### src/rtl/alu_issue_stage_if.sv
// Handshake and writeback bundle between the instruction source, the issue
// stage and the yAlu side. The slave modport is the issue stage's view; the
// master modport is the view of whatever drives instructions and writebacks.
interface alu_issue_stage_if #(
    parameter int XLEN = 32
);
    logic            in_valid;
    logic            in_ready;
    logic [31:0]     in_inst;
    logic            wb_en;
    logic [4:0]      wb_rd;
    logic [XLEN-1:0] wb_data;
    logic            out_valid;
    logic            out_ready;
    logic [XLEN-1:0] out_a;
    logic [XLEN-1:0] out_b;
    logic [2:0]      out_op;
    logic [4:0]      out_rd;
    logic            out_illegal;

    modport master (
        output in_valid, in_inst, wb_en, wb_rd, wb_data, out_ready,
        input  in_ready, out_valid, out_a, out_b, out_op, out_rd, out_illegal
    );

    modport slave (
        input  in_valid, in_inst, wb_en, wb_rd, wb_data, out_ready,
        output in_ready, out_valid, out_a, out_b, out_op, out_rd, out_illegal
    );
endinterface

### src/rtl/alu_issue_stage.sv
// Operand-fetch / issue stage in front of yAlu. Holds the integer register
// file, decodes RV32I R/I-type ALU instructions, blocks RAW/WAW hazards with a
// per-register pending scoreboard and presents operands in a single-entry
// output register with a valid/ready handshake.
// Optional build macro ALU_ISSUE_STATS_EN adds a saturating stall_cnt port.
module alu_issue_stage #(
    parameter int XLEN     = 32,
    parameter int STALL_CW = 16
) (
    input  logic clk,
    input  logic rst,
    alu_issue_stage_if.slave bus
`ifdef ALU_ISSUE_STATS_EN
    ,
    output logic [STALL_CW-1:0] stall_cnt
`endif
);

    localparam logic [6:0] OPC_R = 7'b0110011;
    localparam logic [6:0] OPC_I = 7'b0010011;

    logic [XLEN-1:0] regs [32];
    logic [31:0]     pending;

    logic [6:0]      opcode;
    logic [2:0]      funct3;
    logic [4:0]      rs1;
    logic [4:0]      rs2;
    logic [4:0]      rd;
    logic            is_r;
    logic            is_i;
    logic            legal;
    logic [2:0]      dec_op;
    logic [4:0]      rd_eff;
    logic [XLEN-1:0] imm;
    logic [XLEN-1:0] src_a;
    logic [XLEN-1:0] src_b;
    logic [XLEN-1:0] opnd_b;
    logic [31:0]     wb_hit;
    logic [31:0]     busy;
    logic            hazard;
    logic            accept;

    logic            out_valid_q;
    logic [XLEN-1:0] out_a_q;
    logic [XLEN-1:0] out_b_q;
    logic [2:0]      out_op_q;
    logic [4:0]      out_rd_q;
    logic            out_illegal_q;

    assign opcode = bus.in_inst[6:0];
    assign funct3 = bus.in_inst[14:12];
    assign rs1    = bus.in_inst[19:15];
    assign rs2    = bus.in_inst[24:20];
    assign rd     = bus.in_inst[11:7];
    assign imm    = {{(XLEN-12){bus.in_inst[31]}}, bus.in_inst[31:20]};

    // Decode opcode/funct3 into the yAlu op; anything unsupported issues as an illegal add with no destination
    always_comb begin
        is_r   = (opcode == OPC_R);
        is_i   = (opcode == OPC_I);
        legal  = 1'b0;
        dec_op = 3'b010;
        if (is_r || is_i) begin
            case (funct3)
                3'b000: begin
                    legal  = 1'b1;
                    dec_op = (is_r && bus.in_inst[30]) ? 3'b110 : 3'b010;
                end
                3'b111: begin
                    legal  = 1'b1;
                    dec_op = 3'b000;
                end
                3'b110: begin
                    legal  = 1'b1;
                    dec_op = 3'b001;
                end
                3'b010: begin
                    legal  = 1'b1;
                    dec_op = 3'b111;
                end
                default: begin
                    legal  = 1'b0;
                    dec_op = 3'b010;
                end
            endcase
        end
        rd_eff = legal ? rd : 5'd0;
    end

    // One-hot view of this cycle's writeback; x0 writes never count as a hit
    always_comb begin
        wb_hit = '0;
        if (bus.wb_en && (bus.wb_rd != 5'd0)) begin
            wb_hit[bus.wb_rd] = 1'b1;
        end
    end

    // A register being written back this cycle is treated as already free
    assign busy   = pending & ~wb_hit;
    assign hazard = busy[rs1] || (is_r && busy[rs2]) || ((rd_eff != 5'd0) && busy[rd_eff]);

    assign bus.in_ready = !hazard && (!out_valid_q || bus.out_ready);
    assign accept       = bus.in_valid && bus.in_ready;

    // Source A read with writeback bypass; x0 is hardwired to zero
    always_comb begin
        if (rs1 == 5'd0) begin
            src_a = '0;
        end else if (wb_hit[rs1]) begin
            src_a = bus.wb_data;
        end else begin
            src_a = regs[rs1];
        end
    end

    // Source B read with writeback bypass; I-type replaces it with the immediate
    always_comb begin
        if (rs2 == 5'd0) begin
            src_b = '0;
        end else if (wb_hit[rs2]) begin
            src_b = bus.wb_data;
        end else begin
            src_b = regs[rs2];
        end
        opnd_b = is_i ? imm : src_b;
    end

    // Register file write port; entry 0 stays zero because wb_hit never selects it
    always_ff @(posedge clk) begin
        if (rst) begin
            for (int i = 0; i < 32; i++) begin
                regs[i] <= '0;
            end
        end else begin
            for (int i = 1; i < 32; i++) begin
                if (wb_hit[i]) begin
                    regs[i] <= bus.wb_data;
                end
            end
        end
    end

    // Pending scoreboard: writeback clears, an accepted destination sets, and set wins a same-cycle tie
    always_ff @(posedge clk) begin
        if (rst) begin
            pending <= '0;
        end else begin
            for (int i = 1; i < 32; i++) begin
                if (accept && (rd_eff == 5'(i))) begin
                    pending[i] <= 1'b1;
                end else if (wb_hit[i]) begin
                    pending[i] <= 1'b0;
                end
            end
            pending[0] <= 1'b0;
        end
    end

    // Single-entry output register: load on accept, hold while stalled, empty once consumed
    always_ff @(posedge clk) begin
        if (rst) begin
            out_valid_q   <= 1'b0;
            out_a_q       <= '0;
            out_b_q       <= '0;
            out_op_q      <= 3'b000;
            out_rd_q      <= 5'd0;
            out_illegal_q <= 1'b0;
        end else if (accept) begin
            out_valid_q   <= 1'b1;
            out_a_q       <= src_a;
            out_b_q       <= opnd_b;
            out_op_q      <= dec_op;
            out_rd_q      <= rd_eff;
            out_illegal_q <= !legal;
        end else if (bus.out_ready) begin
            out_valid_q   <= 1'b0;
        end
    end

    assign bus.out_valid   = out_valid_q;
    assign bus.out_a       = out_a_q;
    assign bus.out_b       = out_b_q;
    assign bus.out_op      = out_op_q;
    assign bus.out_rd      = out_rd_q;
    assign bus.out_illegal = out_illegal_q;

`ifdef ALU_ISSUE_STATS_EN
    // Count cycles where the source offers an instruction that cannot be taken, saturating at all-ones
    always_ff @(posedge clk) begin
        if (rst) begin
            stall_cnt <= '0;
        end else if (bus.in_valid && !bus.in_ready && (stall_cnt != {STALL_CW{1'b1}})) begin
            stall_cnt <= stall_cnt + {{(STALL_CW-1){1'b0}}, 1'b1};
        end
    end
`else
    logic unused_stall_cfg;
    assign unused_stall_cfg = (STALL_CW > 0);
`endif

endmodule

### src/flat_wrapper.sv
// flat-port wrapper written by rule: the top's interface ports become plain ports
module alu_issue_stage_flat 
#(
    parameter int XLEN     = 32,
    parameter int STALL_CW = 16
)
  (clk, rst, bus_in_valid, bus_in_inst, bus_wb_en, bus_wb_rd, bus_wb_data, bus_out_ready, bus_in_ready, bus_out_valid, bus_out_a, bus_out_b, bus_out_op, bus_out_rd, bus_out_illegal);
  alu_issue_stage_if #(.XLEN(XLEN)) bus_i ();
  input  logic clk;
  input  logic rst;
  input wire logic [$bits(bus_i.in_valid)-1:0] bus_in_valid;
  input wire logic [$bits(bus_i.in_inst)-1:0] bus_in_inst;
  input wire logic [$bits(bus_i.wb_en)-1:0] bus_wb_en;
  input wire logic [$bits(bus_i.wb_rd)-1:0] bus_wb_rd;
  input wire logic [$bits(bus_i.wb_data)-1:0] bus_wb_data;
  input wire logic [$bits(bus_i.out_ready)-1:0] bus_out_ready;
  output wire logic [$bits(bus_i.in_ready)-1:0] bus_in_ready;
  output wire logic [$bits(bus_i.out_valid)-1:0] bus_out_valid;
  output wire logic [$bits(bus_i.out_a)-1:0] bus_out_a;
  output wire logic [$bits(bus_i.out_b)-1:0] bus_out_b;
  output wire logic [$bits(bus_i.out_op)-1:0] bus_out_op;
  output wire logic [$bits(bus_i.out_rd)-1:0] bus_out_rd;
  output wire logic [$bits(bus_i.out_illegal)-1:0] bus_out_illegal;
  assign bus_i.in_valid = bus_in_valid;
  assign bus_i.in_inst = bus_in_inst;
  assign bus_i.wb_en = bus_wb_en;
  assign bus_i.wb_rd = bus_wb_rd;
  assign bus_i.wb_data = bus_wb_data;
  assign bus_i.out_ready = bus_out_ready;
  assign bus_in_ready = bus_i.in_ready;
  assign bus_out_valid = bus_i.out_valid;
  assign bus_out_a = bus_i.out_a;
  assign bus_out_b = bus_i.out_b;
  assign bus_out_op = bus_i.out_op;
  assign bus_out_rd = bus_i.out_rd;
  assign bus_out_illegal = bus_i.out_illegal;
  alu_issue_stage #(.XLEN(XLEN), .STALL_CW(STALL_CW)) u_core (.clk(clk), .rst(rst), .bus(bus_i));
endmodule
### config.mk
export PLATFORM = sky130hd
export DESIGN_NAME = alu_issue_stage_flat
export DESIGN_NICKNAME = d
export VERILOG_FILES = /design/src/rtl/alu_issue_stage_if.sv /design/src/rtl/alu_issue_stage.sv /design/src/flat_wrapper.sv
export SDC_FILE = /design/constraint.sdc
export NUM_CORES = 2
export LEC_CHECK = 0
export ABC_AREA = 1
export CAP_MARGIN = 10
export CORE_ASPECT_RATIO = 0.5
export CORE_MARGIN = 1
export CORE_UTILIZATION = 45
export CTS_BUF_LIST = sky130_fd_sc_hd__clkbuf_16
export DETAILED_ROUTE_END_ITERATION = 10
export MAX_ROUTING_LAYER = met4
export PLACE_DENSITY_LB_ADDON = 0.25
export SYNTH_ARGS = -nofsm -noshare
export SYNTH_HDL_FRONTEND = slang
export SYNTH_SLANG_ARGS = --single-unit
### constraint.sdc
create_clock -name clk -period 3.4 [get_ports clk]
set_clock_uncertainty 0.05 [all_clocks]
set_input_delay 0.68 -clock clk [delete_from_list [all_inputs] [get_ports clk]]
set_output_delay 0.68 -clock clk [all_outputs]
set_load 0.01 [all_outputs]
==> flow_summary.ini <==
[synth]
synth_xor_area_share_pct = 0
yosysTopAreaCell = edfxtp_1
syn_inst = 6265
syn_nets = 6339
yosysMostFrequentCell = edfxtp_1
ys_ff_latch = 1097
ys.warnings.count = 0
ys_seq_area_share_pct = 56.6
synth_area_leaders = edfxtp_1, nand2_1, nor2_1, o21ai_0, o221ai_1
synth-compound-area-share_pct = 18.4
synthMuxAreaShare_pct = 0
synth_adder_area_share_pct = 0
synth_top_flop_cell = edfxtp_1
synth_top_area_share_pct = 52.9
yosys.area_share.simple_pct = 17.9
ys_top_cells_by_count = edfxtp_1, nand2_1, nor2_1
synth_enable_flop_cells = 992
synth_top_family_by_area = compound AO/OA/AOI/OAI gates
synth.avg_cell_area_sq_um = 8.99
ys_types = 41
syn_area_sq_um = 56300
synthArstFlopShare_pct = 0

[floorplan]
start_util_pct = 45.5
io_pins = 149
core_area_sq_um = 124000
placementRows = 91
dieArea_sq_um = 127000
die_w_um = 502
die_h_um = 252

[final_layout]
seqCellArea_sq_um = 31900
multiInputGateArea_sq_um = 20700
drive_gt1_share_pct = 13.7
final_area_sq_um = 67100
finalNetCount = 6636
utilization_pct = 54.2
syn_to_final_growth_pct = 19.1
fill_cells = 10900
fin_cells = 8329

[drt]
drc = 0
vias_per_cell = 6.51
drt-met1-wl_um = 97400
wl_per_cell_um = 30.3
routed-wl-met2_um = 99700
first_pass_iters = 8
antenna_left = 0
routed_wl_um = 252000
num_vias = 54300
top_layer = met4
wl_met3_um = 45600
drtIter0Drc = 10100

[sta]
finalSetupViolCount = 0
slew_violations = 0
finalHoldViolCount = 0
fmax_mhz = 306
period_minus_slack_ns = 3.27
tightest_slew_ns = 1.11
maxSlewHeadroom_pct = 26.2
hold_ws_ns = 0.451
min_period_over_period_pct = 96.1
layout_setup_ws_ns = 0.134

[power_and_ir_drop]
cellPowerDensity_nw_per_um2 = 500
irDropWorstVdd_mv = 0.414
p_leak_nw = 25.4

[flow_run]
cap_violations = 0

[placed_design]
placed_area_sq_um = 63600
dp_cells = 8119
io_buffers = 148
place_ws_ns = -0.789
gp_congestion = 1.00
place_hpwl_um = 160000

[setup_path]
rr_startpoint = u_core.pending[20]
regToRegSetupSlack_ns = 0.83
cp_data_arrival_time_ns = 2.54
startpoint_type = primary input
cp_data_required_time_ns = 2.67
worstPathMaxFanout = 5
cp-end-kind = primary output
ff2ff_path_depth = 18
r2r-end = u_core.bus.out_a[23]
crit_type = in -> out

[clock_network]
path_clk_slew_ns = 0.07
cts.sink_count = 1097
clk_latency_ns = 0.78
cts.path.max_buffers = 3
cts_tree = yes
ctsRootBufferMaster = clkbuf_16
htreeDepth = 3
cts_made_buffers = 104
cts_hold_buffers = 0

[worst_hold_path]
hold-path-cell-count = 6
hold_start = bus_in_inst[13]
worstHoldEndpoint = u_core.bus.out_op[0]
hold_class = in -> reg

[run_status]
status = finished clean

[grt]
overflow = 0
grt_pass1_vias = 50400
grt_max_degree = 95
grt_use_total_pct = 40.0
antenna_found_initial = 14
grt_first_pass_wirelength_um = 355000
==> cells in the final DEF, fill, tap and decap left out, types with 12 or more instances in the layout <==
| cell type | netlist | final |
|---|---|---|
| diode_2 | 0 | 12 |
| o211ai_1 | 127 | 127 |
| clkinv_1 | 36 | 59 |
| buf_4 | 3 | 467 |
| o21ai_0 | 618 | 618 |
| nand3_1 | 485 | 479 |
| dfxtp_1 | 105 | 105 |
| o2111ai_1 | 60 | 60 |
| nand2_1 | 962 | 912 |
| clkbuf_16 | 0 | 106 |
| clkinv_2 | 0 | 19 |
| inv_2 | 10 | 15 |
| o221ai_1 | 347 | 347 |
| buf_12 | 0 | 108 |
| a21oi_1 | 486 | 484 |
| edfxtp_1 | 992 | 992 |
| nand4_1 | 12 | 12 |
| nor2_2 | 10 | 17 |
| nor2_1 | 920 | 905 |
| inv_1 | 448 | 458 |
| clkdlybuf4s50_1 | 0 | 121 |
| nand2_2 | 2 | 51 |
| or2_2 | 51 | 51 |
==> worst max-delay path, cell delays in order <==
cell and delay, ns:
dlygate4sd2_1 0.24, nor2_2 0.09, nand2_2 0.08, a21oi_2 0.13
buf_6 0.14, buf_6 0.12, nand3_4 0.09, nor2_4 0.18
nand2_1 0.09, nand3_2 0.11, nand2_2 0.06, nand2_1 0.07
nor2_1 0.05, nand2_1 0.07, nand2_2 0.08, nor2_4 0.14
buf_6 0.11
==> where the power goes <==
part | total (mW) | internal (mW) | leakage, nW | switching, mW
Combinational | 5.71 | 1.80 | 13.3 | 3.91
Sequential | 16.1 | 15.7 | 10.4 | 0.459
Clock | 11.7 | 6.00 | 1.66 | 5.67
==> stage by stage <==
step	total power [mW]	setup TNS (ns)
after floorplan	19.0	0
after global routing	34.3	-0.00235
after global placement	21.7	-47.32
final	33.5	0
after detailed placement	21.8	-49.03
after CTS	33.2	0
==> how the worst max path moves through the flow <==
stage                          endpoint            start  depth (start not counted)  slack [ns]
CTS                        bus_in_ready     bus_wb_rd[2]                         15       0.007
global route               bus_in_ready   bus_in_inst[6]                         17      -0.002
finish                     bus_in_ready   bus_in_inst[2]                         17        0.13
detailed placement         bus_in_ready     bus_wb_rd[2]                         16       -0.79
global placement    u_core.bus.out_a[8]     bus_wb_rd[2]                         20       -0.76
floorplan                  bus_in_ready  bus_in_inst[15]                         14        0.43
==> registers in the layout (all words and copies together) (netlist names) <==
register                flops
u_core.bus.out_a           32
u_core.bus.out_b           32
u_core.bus.out_illegal      1
u_core.bus.out_op           3
u_core.bus.out_rd           5
u_core.bus.out_valid        1
u_core.pending             31
u_core.regs               992
==> area by class of cell <==
type                    count  area share, %
multi-input cells        4138           30.9
clock buffers             106           3.95
clock inverters            81          0.903
repair buffers            727           10.7
flip-flops and latches   1097           47.5
inverters                 494           2.82
diodes                     12         0.0448
well taps                1674           3.12
==> what timing repair did <==
action | in CTS | in global routing
endpoints found under the setup margin | 1 | 2
cloned | 0 | 0
gates resized for setup | 54 | 29
pin swaps | 22 | 14
buffers inserted | 8 | 5
==> layer usage <==
layer,global-route usage (%),vias to the layer above
met5,-,-
met4,13.0,0
met3,17.4,797
met2,53.4,4634
met1,53.8,26000
li1,-,22800
==> kinds of logic (layout without fill, tap and decap cells) <==
group,Yosys count,in the layout
AND/OR/NAND/NOR,2457,2457
buffers and inverters,1030,1408
other,0,12
flip-flops,1097,1097
AO/OA/AOI/OAI,1681,1681
Note: power is estimated with default switching activity, not from simulation.
